## config.mk

```make
export PLATFORM = sky130hd
export DESIGN_NAME = codec_sample_sched
export DESIGN_NICKNAME = d
export VERILOG_FILES = /design/src/rtl/codec_sample_sched.sv
export SDC_FILE = /design/constraint.sdc
export NUM_CORES = 1
export LEC_CHECK = 0
export ABC_AREA = 0
export BUFFER_PORTS_ARGS = -buffer_cell sky130_fd_sc_hd__buf_2
export CAP_MARGIN = 20
export CELL_PAD_IN_SITES_DETAIL_PLACEMENT = 1
export CELL_PAD_IN_SITES_GLOBAL_PLACEMENT = 1
export CORE_MARGIN = 8
export CORE_UTILIZATION = 42
export DETAILED_ROUTE_END_ITERATION = 8
export PLACE_DENSITY_LB_ADDON = 0.1
export SKIP_LAST_GASP = 1
export SLEW_MARGIN = 10
export SYNTH_ARGS = -nofsm -noshare
export SYNTH_HDL_FRONTEND = slang
export SYNTH_SLANG_ARGS = --single-unit
```

## constraint.sdc

```tcl
create_clock -name clk -period 7.7 [get_ports clk]
set_input_delay 0.385 -clock clk [delete_from_list [all_inputs] [get_ports clk]]
set_output_delay 0.385 -clock clk [all_outputs]
set_load 0.1 [all_outputs]
```

## src/rtl/codec_sample_sched.sv

```systemverilog
// Per-frame sample scheduler: captures a stereo sample pair on each valid rise and
// runs both channels through a shared-multiplier 4-tap FIR, left channel then right.
module codec_sample_sched #(
   parameter int unsigned TAPS = 4
) (
   input  logic        clk,
   input  logic        rst_n,
   input  logic        valid,
   input  logic [15:0] lft_in,
   input  logic [15:0] rht_in,
   input  logic        cfg_wr,
   input  logic [1:0]  cfg_addr,
   input  logic [15:0] cfg_data,
   output logic        cfg_rdy,
   output logic [15:0] lft_out,
   output logic [15:0] rht_out,
   output logic        busy,
   output logic        done,
   output logic        overrun
);

   localparam int unsigned DW  = 16;
   localparam int unsigned PW  = 32;
   localparam int unsigned AW  = 34;
   localparam int unsigned KW  = $clog2(TAPS);
   localparam int unsigned FRAC = 14;
   localparam logic [KW-1:0]        K_LAST = KW'(TAPS - 1);
   localparam logic signed [AW-1:0] SAT_HI = 34'sd32767;
   localparam logic signed [AW-1:0] SAT_LO = -34'sd32768;

   typedef enum logic [1:0] {
      S_IDLE = 2'd0,
      S_LMAC = 2'd1,
      S_RMAC = 2'd2,
      S_WB   = 2'd3
   } state_e;

   state_e                state_q, state_d;
   logic [KW-1:0]         k_q, k_d;
   logic signed [AW-1:0]  acc_q, acc_d;
   logic [DW-1:0]         lres_q, lres_d, rres_q, rres_d;
   logic [DW-1:0]         lft_out_q, lft_out_d, rht_out_q, rht_out_d;
   logic                  done_q, done_d, busy_q, busy_d, cfg_rdy_q, cfg_rdy_d;
   logic                  overrun_q, overrun_d, valid_q;
   logic signed [DW-1:0]  xl_q [TAPS];
   logic signed [DW-1:0]  xl_d [TAPS];
   logic signed [DW-1:0]  xr_q [TAPS];
   logic signed [DW-1:0]  xr_d [TAPS];
   logic signed [DW-1:0]  coef_q [TAPS];
   logic signed [DW-1:0]  coef_d [TAPS];

   logic                  start_c;
   logic signed [DW-1:0]  mul_a_c, mul_b_c;
   logic signed [PW-1:0]  prod_c;
   logic signed [AW-1:0]  acc_nxt_c;
   logic [DW-1:0]         sat_c;

   // Q2.14 accumulator back to a 16-bit sample with clipping
   function automatic logic [DW-1:0] sat16(input logic signed [AW-1:0] a);
      logic signed [AW-1:0] s;
      s = a >>> FRAC;
      if (s > SAT_HI)      sat16 = 16'h7FFF;
      else if (s < SAT_LO) sat16 = 16'h8000;
      else                 sat16 = s[DW-1:0];
   endfunction

   assign start_c   = valid & ~valid_q;

   // single shared multiplier; the operand mux picks the channel by state
   assign mul_a_c   = coef_q[k_q];
   assign mul_b_c   = (state_q == S_RMAC) ? xr_q[k_q] : xl_q[k_q];
   assign prod_c    = mul_a_c * mul_b_c;
   assign acc_nxt_c = acc_q + $signed({{(AW-PW){prod_c[PW-1]}}, prod_c});
   assign sat_c     = sat16(acc_nxt_c);

   always_comb begin
      state_d   = state_q;
      k_d       = k_q;
      acc_d     = acc_q;
      lres_d    = lres_q;
      rres_d    = rres_q;
      lft_out_d = lft_out_q;
      rht_out_d = rht_out_q;
      done_d    = 1'b0;
      overrun_d = overrun_q;
      xl_d      = xl_q;
      xr_d      = xr_q;
      coef_d    = coef_q;

      if (cfg_wr && cfg_rdy_q) coef_d[cfg_addr] = cfg_data;
      if (start_c && (state_q != S_IDLE)) overrun_d = 1'b1;

      case (state_q)
         S_IDLE: begin
            if (start_c) begin
               for (int i = TAPS - 1; i > 0; i--) begin
                  xl_d[i] = xl_q[i-1];
                  xr_d[i] = xr_q[i-1];
               end
               xl_d[0] = lft_in;
               xr_d[0] = rht_in;
               acc_d   = '0;
               k_d     = '0;
               state_d = S_LMAC;
            end
         end
         S_LMAC: begin
            acc_d = acc_nxt_c;
            k_d   = k_q + 1'b1;
            if (k_q == K_LAST) begin
               lres_d  = sat_c;
               acc_d   = '0;
               state_d = S_RMAC;
            end
         end
         S_RMAC: begin
            acc_d = acc_nxt_c;
            k_d   = k_q + 1'b1;
            if (k_q == K_LAST) begin
               rres_d  = sat_c;
               acc_d   = '0;
               state_d = S_WB;
            end
         end
         S_WB: begin
            lft_out_d = lres_q;
            rht_out_d = rres_q;
            done_d    = 1'b1;
            state_d   = S_IDLE;
         end
         default: state_d = S_IDLE;
      endcase

      busy_d    = (state_d != S_IDLE);
      cfg_rdy_d = (state_d == S_IDLE);
   end

   always_ff @(posedge clk or negedge rst_n) begin
      if (!rst_n) begin
         state_q   <= S_IDLE;
         k_q       <= '0;
         acc_q     <= '0;
         lres_q    <= '0;
         rres_q    <= '0;
         lft_out_q <= '0;
         rht_out_q <= '0;
         done_q    <= 1'b0;
         busy_q    <= 1'b0;
         cfg_rdy_q <= 1'b1;
         overrun_q <= 1'b0;
         valid_q   <= 1'b0;
         for (int i = 0; i < TAPS; i++) begin
            xl_q[i]   <= '0;
            xr_q[i]   <= '0;
            coef_q[i] <= '0;
         end
         coef_q[0] <= 16'sh4000;
      end else begin
         state_q   <= state_d;
         k_q       <= k_d;
         acc_q     <= acc_d;
         lres_q    <= lres_d;
         rres_q    <= rres_d;
         lft_out_q <= lft_out_d;
         rht_out_q <= rht_out_d;
         done_q    <= done_d;
         busy_q    <= busy_d;
         cfg_rdy_q <= cfg_rdy_d;
         overrun_q <= overrun_d;
         valid_q   <= valid;
         xl_q      <= xl_d;
         xr_q      <= xr_d;
         coef_q    <= coef_d;
      end
   end

   assign cfg_rdy = cfg_rdy_q;
   assign lft_out = lft_out_q;
   assign rht_out = rht_out_q;
   assign busy    = busy_q;
   assign done    = done_q;
   assign overrun = overrun_q;

endmodule

```

[Yosys cells after proc, flatten, opt, wreduce, memory -nomap -nowiden]
Cells that the tools add are included.
Word-level totals
  flip-flop bits (word level): 299
  input bits: 54
  output and inout port bits: 36
  logic and storage cells: 79
Operators by class
  add/sub/neg operators: 2
  $mul: 1
  magnitude comparators: 5
  equality and inequality tests: 5
  mux-type cells: 25
  bitwise logic cells: 4
  reductions and logical operators: 13
Operators with widths (count)
  $mux 16: 10
  $bmux 16 s2: 3
  $mux 34: 2
  $pmux 34 s2: 1
  $bwmux 64: 1
  $add 34x32->34: 1
  $demux 16 s2: 1
  $mul 16x16->32: 1
  $gt 20x16->1 const B: 1
  $lt 20x16->1 const B: 1
  $mux 2: 4
  $pmux 2 s4: 1
  $reduce_and 2->1: 4
  $eq 2x2->1 const B: 3
  $ge 3x3->1 const B: 2
  $not 2->3: 2
  $reduce_bool 2->1: 3
  $logic_not 2->1: 2
  $pmux 2 s2: 1
  $logic_and 1x1->1: 3
  $lt 3x1->1 const B: 1
  $add 2x1->2 const B: 1
  $eq 2x1->1 const B: 1
  $ne 2x2->1 const B: 1
  other kinds (4): 4

[Longest topological paths before layout]
Gate-level depths: netlist (run 1).
  depth after elaboration: 10
  mapped depth: 32
  depth with buffers taken out: 26

[Worst setup path before layout (run 1)]
No wires, ideal clock.
  path type: register to register
  start point: reg k_q[0]
  end point: reg lres_q[10]
  library setup time: 80 ps
  arrival: 7962 ps
  data required time: 7620 ps
  path slack: -342 ps
  stages on the path, launching flop included: 28
  path buffers: 4
  period minus slack after synthesis: 8042 ps
  cell sequence: dfrtp_1 > buf_2 > buf_2 > buf_2 > mux4_2 > mux2_2 > nand2_1 > inv_1 > fa_1 > fa_1 > inv_1 > fa_1 > inv_1 > fa_1 > fa_1 > inv_1 > fa_1 > inv_1 > ha_1 > a21o_1 > a21o_1 > a21o_1 > a211oi_1 > o211ai_2 > nor4_4 > nor2_4 > buf_6 > o211ai_2
On the way
  cells in the longest elaborated chain, start to end: 10
  elaborated cells between the ends (all ways): 19
  classes of those cells: add/sub: 1; mul: 1; order compare: 2; eq/ne: 1; mux: 12; bitwise: 1; reduce/logical: 1
Ends and longest elaborated chain
  from (decl): line 39  | logic [KW-1:0] k_q, k_d;
  from (signal assigned): line 160  | k_q <= k_d;
  $not 2->3 (not written as such): line 70, 71
  $bmux 16 s2: line 71  | assign mul_b_c = (state_q == S_RMAC) ? xr_q[k_q] : xl_q[k_q];
  $mux 16 (not written as such) (2 in a row): line 71
  $mux 16: line 71
  $mul 16x16->32: line 72  | assign prod_c = mul_a_c * mul_b_c;
  $add 34x32->34: line 73  | assign acc_nxt_c = acc_q + $signed({{(AW-PW){prod_c[PW-1]}}, prod_c});
  $lt 20x16->1: line 63  | else if (s < SAT_LO) sat16 = 16'h8000;
  $mux 16: line 63
  $mux 16: line 62  | if (s > SAT_HI) sat16 = 16'h7FFF;
  to (signal assigned): line 162  | lres_q <= lres_d;
  to (decl): line 41  | logic [DW-1:0] lres_q, lres_d, rres_q, rres_d;
Several ways; a longest one is shown, not always the timed one. The select of a mux whose other input is x is not followed.
A chain may end at the register's enable or synchronous reset.

[Worst setup path in the final report (run 1)]
  start point: reg k_q[0]
  end point: reg rres_q[4]
On the way
  cells in the longest elaborated chain, start to end: 10
  elaborated cells between the ends (all ways): 19
  classes of those cells: add/sub: 1; mul: 1; order compare: 2; eq/ne: 1; mux: 12; bitwise: 1; reduce/logical: 1
Ends and longest elaborated chain
  $not 2->3 (not written as such): line 70, 71
  $bmux 16 s2: line 71
  $mux 16 (not written as such) (2 in a row): line 71
  $mux 16: line 71
  $mul 16x16->32: line 72
  $add 34x32->34: line 73
  $lt 20x16->1: line 63
  $mux 16: line 63
  $mux 16: line 62
  to (signal assigned): line 163  | rres_q <= rres_d;
  to (decl): line 41
Several ways; a longest one is shown, not always the timed one. The select of a mux whose other input is x is not followed.

==> results.yml, run 1 <==
die:
  core_area_um2: 56400
  rows: 87
  die_h_um: 255
  start_util_pct: 42.5
  dieArea_um2: 64900
  top_level_ports: 90
  die_x_um: 255
drt:
  drc: 0
  vias_per_cell: 5.16
  drt_iter0_markers: 652
  wl_per_cell_um: 20.5
  vias: 15867
  routed_wl_mm: 63.0
  dr.pass1.iters: 5
  drtAntennaViolNets: 0
global_route:
  antenna_found_initial: 0
  grt_usage_pct: 20.2
  grt_pass1_vias: 18488
  grt_remaining_overflow: 0
  grt_max_degree: 160
  grt_pass1_wl_mm: 103
place:
  post-dp-hpwl_mm: 48.6
  port_buffers: 89
  placed_area_um2: 26000
  place_congestion: 0.844
setup_path:
  cp.arrival_ns: 7.94
  cp_slowest_cell: "fa_1"
  crit_type: "reg -> reg"
  cp_max_fo: 20
  cp_slowest_stage_delay_ns: 0.58
  reg2reg_slack_ns: 0.19
  crit_path_end_kind: "flop"
  cp.required_ns: 8.13
  critPathLaunchType: "flop"
yosys:
  syn-cell-area_um2: 24000
  async_reset_ff_share_pct: 100
  synth-edff-count: 0
  synth.net_count: 2565
  synth_ff_type: "dfrtp_1"
  yosys.area.top_type: "dfrtp_1"
  synth.avg_cell_area_um2: 11.4
  synth-seq-area-share_pct: 31.2
  yosys_register_bits: 299
  syn_inst: 2099
  yosys_warnings: 0
  netlist.area_leader.share_pct: 31.0
  synth.distinct_cells: 64
  synth.area.top_cells: "dfrtp_1, fa_1, mux2_2, ha_1, inv_1"
sta:
  rsz0062_at_grt: "true"
  max-slew-margin-rel_pct: 31.9
  holdWs_ns: 0.0634
  fin_crit_ns: 7.51
  setup-violations-final: 0
  skew_ns: 0.0161
  max_slew.worst_pin.slew_ns: 1.02
  slew_viol_final: 0
  tns_ns: 0
  max_freq_mhz: 133
  hold_viol_final: 0
  post-route-period-util_pct: 97.5
final_layout:
  design_area_um2: 28000
  drive_gt1_share_pct: 28.7
  syn_to_final_growth_pct: 17.0
  final_util_pct: 49.7
  layout.nets: 2756
  diodes: 0
cts:
  cts_made_buffers: 37
  htree_levels: 2
  clock_sinks: 299
  cts_root_buf: "clkbuf_16"
  cts_tree: "built"
  clockBufferDepth: 3
  clkTransAtPathRegs_ns: 0.06
  worst_skew_pair.late_latency_ns: 0.55
outcome:
  status: "finished, final reports clean"
job:
  max_cap_violations: 0
worst_hold_path:
  hp-class: "in -> reg"
[logic make-up after synthesis]
family	synth area share (%)
buffers and inverters	6.94
and+or+nand+nor	8.02
adders and majority gates	31.1
muxes	15.9
DFF	31.2
AOI/OAI and AO/OA	5.49
xor gates and xnor gates	1.35
[cells in the final DEF (no fill, tap or decap), types with 6 or more instances in the layout]
cell type | Yosys | final
a21o_1 | 11 | 11
a21oi_1 | 33 | 22
a21oi_2 | 1 | 10
a22o_1 | 14 | 14
and2_1 | 12 | 12
buf_12 | 0 | 16
buf_2 | 9 | 88
buf_4 | 1 | 115
buf_6 | 1 | 8
clkbuf_1 | 64 | 9
clkbuf_16 | 0 | 39
clkbuf_8 | 0 | 7
dfrtp_1 | 297 | 295
fa_1 | 305 | 298
fa_2 | 0 | 7
ha_1 | 107 | 99
inv_1 | 351 | 346
mux2_2 | 242 | 239
mux2i_1 | 20 | 16
mux4_2 | 39 | 39
nand2_1 | 199 | 196
nand2b_1 | 16 | 15
nand3_1 | 13 | 13
nand4_1 | 6 | 6
nor2_1 | 96 | 96
nor2b_1 | 52 | 51
o211ai_1 | 11 | 11
o211ai_2 | 11 | 11
o21a_1 | 14 | 13
o21ai_0 | 44 | 34
o21ai_1 | 11 | 17
o21bai_1 | 7 | 6
or2_2 | 7 | 7
xnor2_1 | 27 | 26
xor2_1 | 10 | 10
[synthesized netlist by cell type (all sizes together) (2+ instances only)]
library cell and instances:
fa 305, and4 4, a22o 14, xor2 10, o21bai 7, nand3 13, o311ai 4, or3 3
nor4 2, mux2 242, dfrtp 297, inv 351, buf 22, a21boi 6, mux2i 20, a21o 11
clkbuf 64, mux4 39, nand2 199, nor2b 52, xnor2 27, a311oi 2, ha 107, nor2 97
o21ai 55, or2 7, a211o 2, nor3 6, nand2b 16, dfstp 2, a211oi 4, a21oi 34
o21a 14, nand4 6, and2 13, o211ai 22, o31ai 3, o22ai 3
[per-layer routing]
layer | wire length (µm) | track usage (%) | vias to the layer above
met5 | 0 | 0 | -
met4 | 1910 | 7.02 | 0
met3 | 2070 | 2.98 | 106
met2 | 32500 | 35.6 | 199
met1 | 26500 | 25.4 | 8421
li1 | - | - | 7141
[timing repair]
item                                   4_1_cts  5_1_grt
endpoints found under the hold margin       81        0
resized for setup                            3       94
hold buffers                                 2        0
setup buffers                                6       21
pin swaps                                    3       20
gates cloned                                 1        4
setup endpoints to repair                   30       35
[flip-flops by register name, indices dropped and copies added, names as in the netlist, 16 cells and up]
signal,count
lft_out,16
acc_q,34
xr_q,64
lres_q,16
coef_q,64
xl_q,64
rres_q,16
rht_out,16
[path summary, 6_finish.rpt]
check	start	end	cells after the start
worst max-delay path	k_q[0]	rres_q[4]	28
worst min-delay path	lft_in[3]	xl_q[51]	2
worst max register to register	k_q[0]	rres_q[4]	28
worst min register to register	overrun	overrun	1
max in group asynchronous	rst_n	rht_out[13]	3
min in group asynchronous	rst_n	coef_q[1]	2
[cell type report]
| class | instances | area [µm²] |
|---|---|---|
| flip-flops and latches | 299 | 7490 |
| multi-input cells | 1364 | 15200 |
| fillers | 6107 | 28400 |
| inverters | 351 | 1320 |
| repair buffers | 237 | 1890 |
| clock buffers | 53 | 1060 |
| well taps | 756 | 946 |
| clock inverters | 14 | 174 |
[worst max-delay path: cells and delay by family (launching register included)]
kind	cells	cell delay, ns
flip-flops	1	0.44
AND/OR/NAND/NOR	6	1.34
adder cells (fa/ha/maj)	7	2.96
buffers and inverters	9	1.36
AO/OA/AOI/OAI	5	0.91
multiplexers	1	0.36
[stage by stage]
stage | setup WS [ns] | instances
floorplan | 0.0556 | 2099
global placement | -0.0584 | 2972
detailed placement | -0.114 | 2972
CTS | 0.0209 | 3048
global route | -0.0739 | 3074
finish | 0.189 | 3074
Power of run 1 is left out: the tool's default activity adds up to more than one toggle a clock period on the data nets, which glitch-free logic cannot reach.
==> run 2, diff against run 1 <==
Settings changed: ABC_AREA 0 to 1.
==> run 2 against run 1 <==
Compared with the run above: non-clock buffer count decreased by 47; flip-flop and latch count unchanged; setup slack improved by 0.19 ns; first-iteration DRC count up 38%; register-to-register slack improved by 0.19 ns; maximum frequency grew 2.6%; wire length is 18% higher; worst hold slack worse by 0.037 ns; final area decreased by 1.4%; critical path depth grew 5; via count is 21% higher; critical endpoint is now rres_q[7]; largest cell class unchanged.
==> results.yml, run 2 <==
place:
  dp.cells: 3687
  post-dp-hpwl_mm: 57.7
  placed_area_um2: 26200
  port_buffers: 89
  place_congestion: 0.881
final_layout:
  reg_top3: "coef_q x64, xl_q x64, xr_q x64"
  design_area_um2: 27600
  layout_common_cells: "nand2_1, inv_1, fa_1, dfrtp_1, o21ai_0"
  diodes: 0
  fin_cells: 3765
  layout.nets: 3437
  syn_to_final_growth_pct: 13.0
  layout.cells.most_common: "nand2_1"
  drive_gt1_share_pct: 12.9
  n_fill_cell: 6829
setup_path:
  cp_slowest_cell: "fa_2"
  reg2reg_to: "rres_q[7]"
  cp_slowest_stage_delay_ns: 0.54
  reg2reg_from: "state_q[0]"
  cp.required_ns: 8.15
  worst-r2r-cell-count: 33
  cp.arrival_ns: 7.77
  critPathLaunchType: "flop"
  crit_path_end_kind: "flop"
  reg2reg_slack_ns: 0.38
  crit_type: "reg -> reg"
  cp_max_fo: 19
die:
  die_h_um: 257
  core_area_um2: 57700
  top_level_ports: 90
  die_x_um: 257
  rows: 88
  start_util_pct: 42.4
  dieArea_um2: 66300
sta:
  max-slew-margin-rel_pct: 39.1
  slew_viol_final: 0
  setup-violations-final: 0
  fin_crit_ns: 7.32
  tns_ns: 0
  skew_ns: 0.0298
  max_slew.worst_pin.slew_ns: 0.913
  post-route-period-util_pct: 95.1
  holdWs_ns: 0.0263
  max_freq_mhz: 137
  hold_viol_final: 0
yosys:
  yosys.area.top_type: "dfrtp_1"
  synth-seq-area-share_pct: 30.6
  synth.net_count: 3316
  yosys_warnings: 0
  syn-cell-area_um2: 24500
  synth_ff_type: "dfrtp_1"
  yosys-top-cells-count: "nand2_1, inv_1, fa_1"
  synth.avg_cell_area_um2: 8.59
  syn_inst: 2850
  async_reset_ff_share_pct: 100
  netlist.area_leader.share_pct: 30.4
  synth.area.top_cells: "dfrtp_1, fa_1, nand2_1, inv_1, ha_1"
  synth.distinct_cells: 48
  yosys_register_bits: 299
  yosysMostFrequentCell: "nand2_1"
  synth-edff-count: 0
cts:
  clock_sinks: 299
  cts_made_buffers: 38
  cts_tree: "built"
  clkTransAtPathRegs_ns: 0.06
  htree_levels: 2
  worst_skew_pair.late_latency_ns: 0.58
  clockBufferDepth: 3
  cts_root_buf: "clkbuf_16"
global_route:
  grt_pass1_vias: 22103
  grt_usage_pct: 23.1
  antenna_found_initial: 1
  grt_remaining_overflow: 0
  grt_max_degree: 142
  grt_pass1_wl_mm: 122
drt:
  routed_wl_mm: 74.2
  vias_per_cell: 5.09
  drtAntennaViolNets: 0
  drt_iter0_markers: 897
  dr.pass1.iters: 5
  drc: 0
  wl_per_cell_um: 19.7
  vias: 19146
worst_hold_path:
  holdPathEnd: "xl_q[63]"
  hp-class: "in -> reg"
  hold_start: "lft_in[15]"
  whs_path_depth: 3
outcome:
  status: "finished, final reports clean"
job:
  max_cap_violations: 0
[run 2: changes by cell type after synthesis, moves of 24 or more]
cell and change:
nand2_1 +494, o21ai_0 +196, a21oi_1 +85, nor2_1 +107, nor2b_1 -52, mux4_2 -39
mux2_2 -210, inv_1 +170, nand2_2 +24, nand3_1 +51
[run 2: through the flow]
stage          worst slack (ns)  utilization, %
3_3_place_gp             -0.183            45.4
3_5_place_dp             -0.411            45.4
2_1_floorplan             0.740               -
4_1_cts                  0.0122            47.7
6_report                  0.376            47.9
5_1_grt                -0.00538            47.9
[run 2: worst max-delay path: cells and delay by family (launching register included)]
| kind | cells | cell delay [ns] |
|---|---|---|
| compound gates | 3 | 0.68 |
| fa+ha+maj | 8 | 3.60 |
| buf+inv | 9 | 1.03 |
| flops | 1 | 0.42 |
| simple gates | 13 | 1.45 |
[run 2: worst max path at each step]
stage | startpoint | endpoint | slack [ns] | cells past startpoint
global route | k_q[0] | lres_q[7] | -0.005 | 34
CTS | state_q[0] | lres_q[4] | 0.01 | 31
finish | state_q[0] | rres_q[7] | 0.38 | 33
detailed placement | state_q[0] | rres_q[4] | -0.41 | 33
global placement | state_q[0] | lres_q[1] | -0.18 | 33
floorplan | state_q[0] | lres_q[10] | 0.74 | 34
[run 2: final cells by class]
| class | count | area, µm² | share of cell area, % |
|---|---|---|---|
| multi-input cells | 1901 | 14600 | 52.8 |
| repair buffers | 190 | 1330 | 4.80 |
| clock inverters | 11 | 133 | 0.480 |
| well taps | 765 | 957 | 3.46 |
| clock buffers | 58 | 1110 | 4.00 |
| inverters | 541 | 2040 | 7.39 |
| flip-flops and latches | 299 | 7490 | 27.1 |
[run 2: cells by family after synthesis]
group / count (synthesis) / share of synthesized area (%)
and+or+nand+nor: 1027 / 17.2
buffers and inverters: 650 / 10.3
adders and majority gates: 412 / 30.4
AOI/OAI and AO/OA: 410 / 9.30
DFF: 299 / 30.6
muxes: 32 / 1.47
xor gates and xnor gates: 20 / 0.716
[run 2: what timing repair did]
action,in CTS,in global routing
gates cloned,0,0
hold buffers,6,0
endpoints found under the setup margin,33,37
resized for setup,4,35
endpoints found under the hold margin,76,0
setup buffers,0,3
pin swaps,0,0
[run 2: metal layers]
metal  vias up  GRT usage, %  part of all wire [%]
met5         -             0                     0
met3       107          2.47                   2.8
met1      9867          30.3                    44
li1       8916             -                     -
met4         0          6.41                   2.6
met2       256          40.5                    50
Power of run 2 is left out for the same reason.
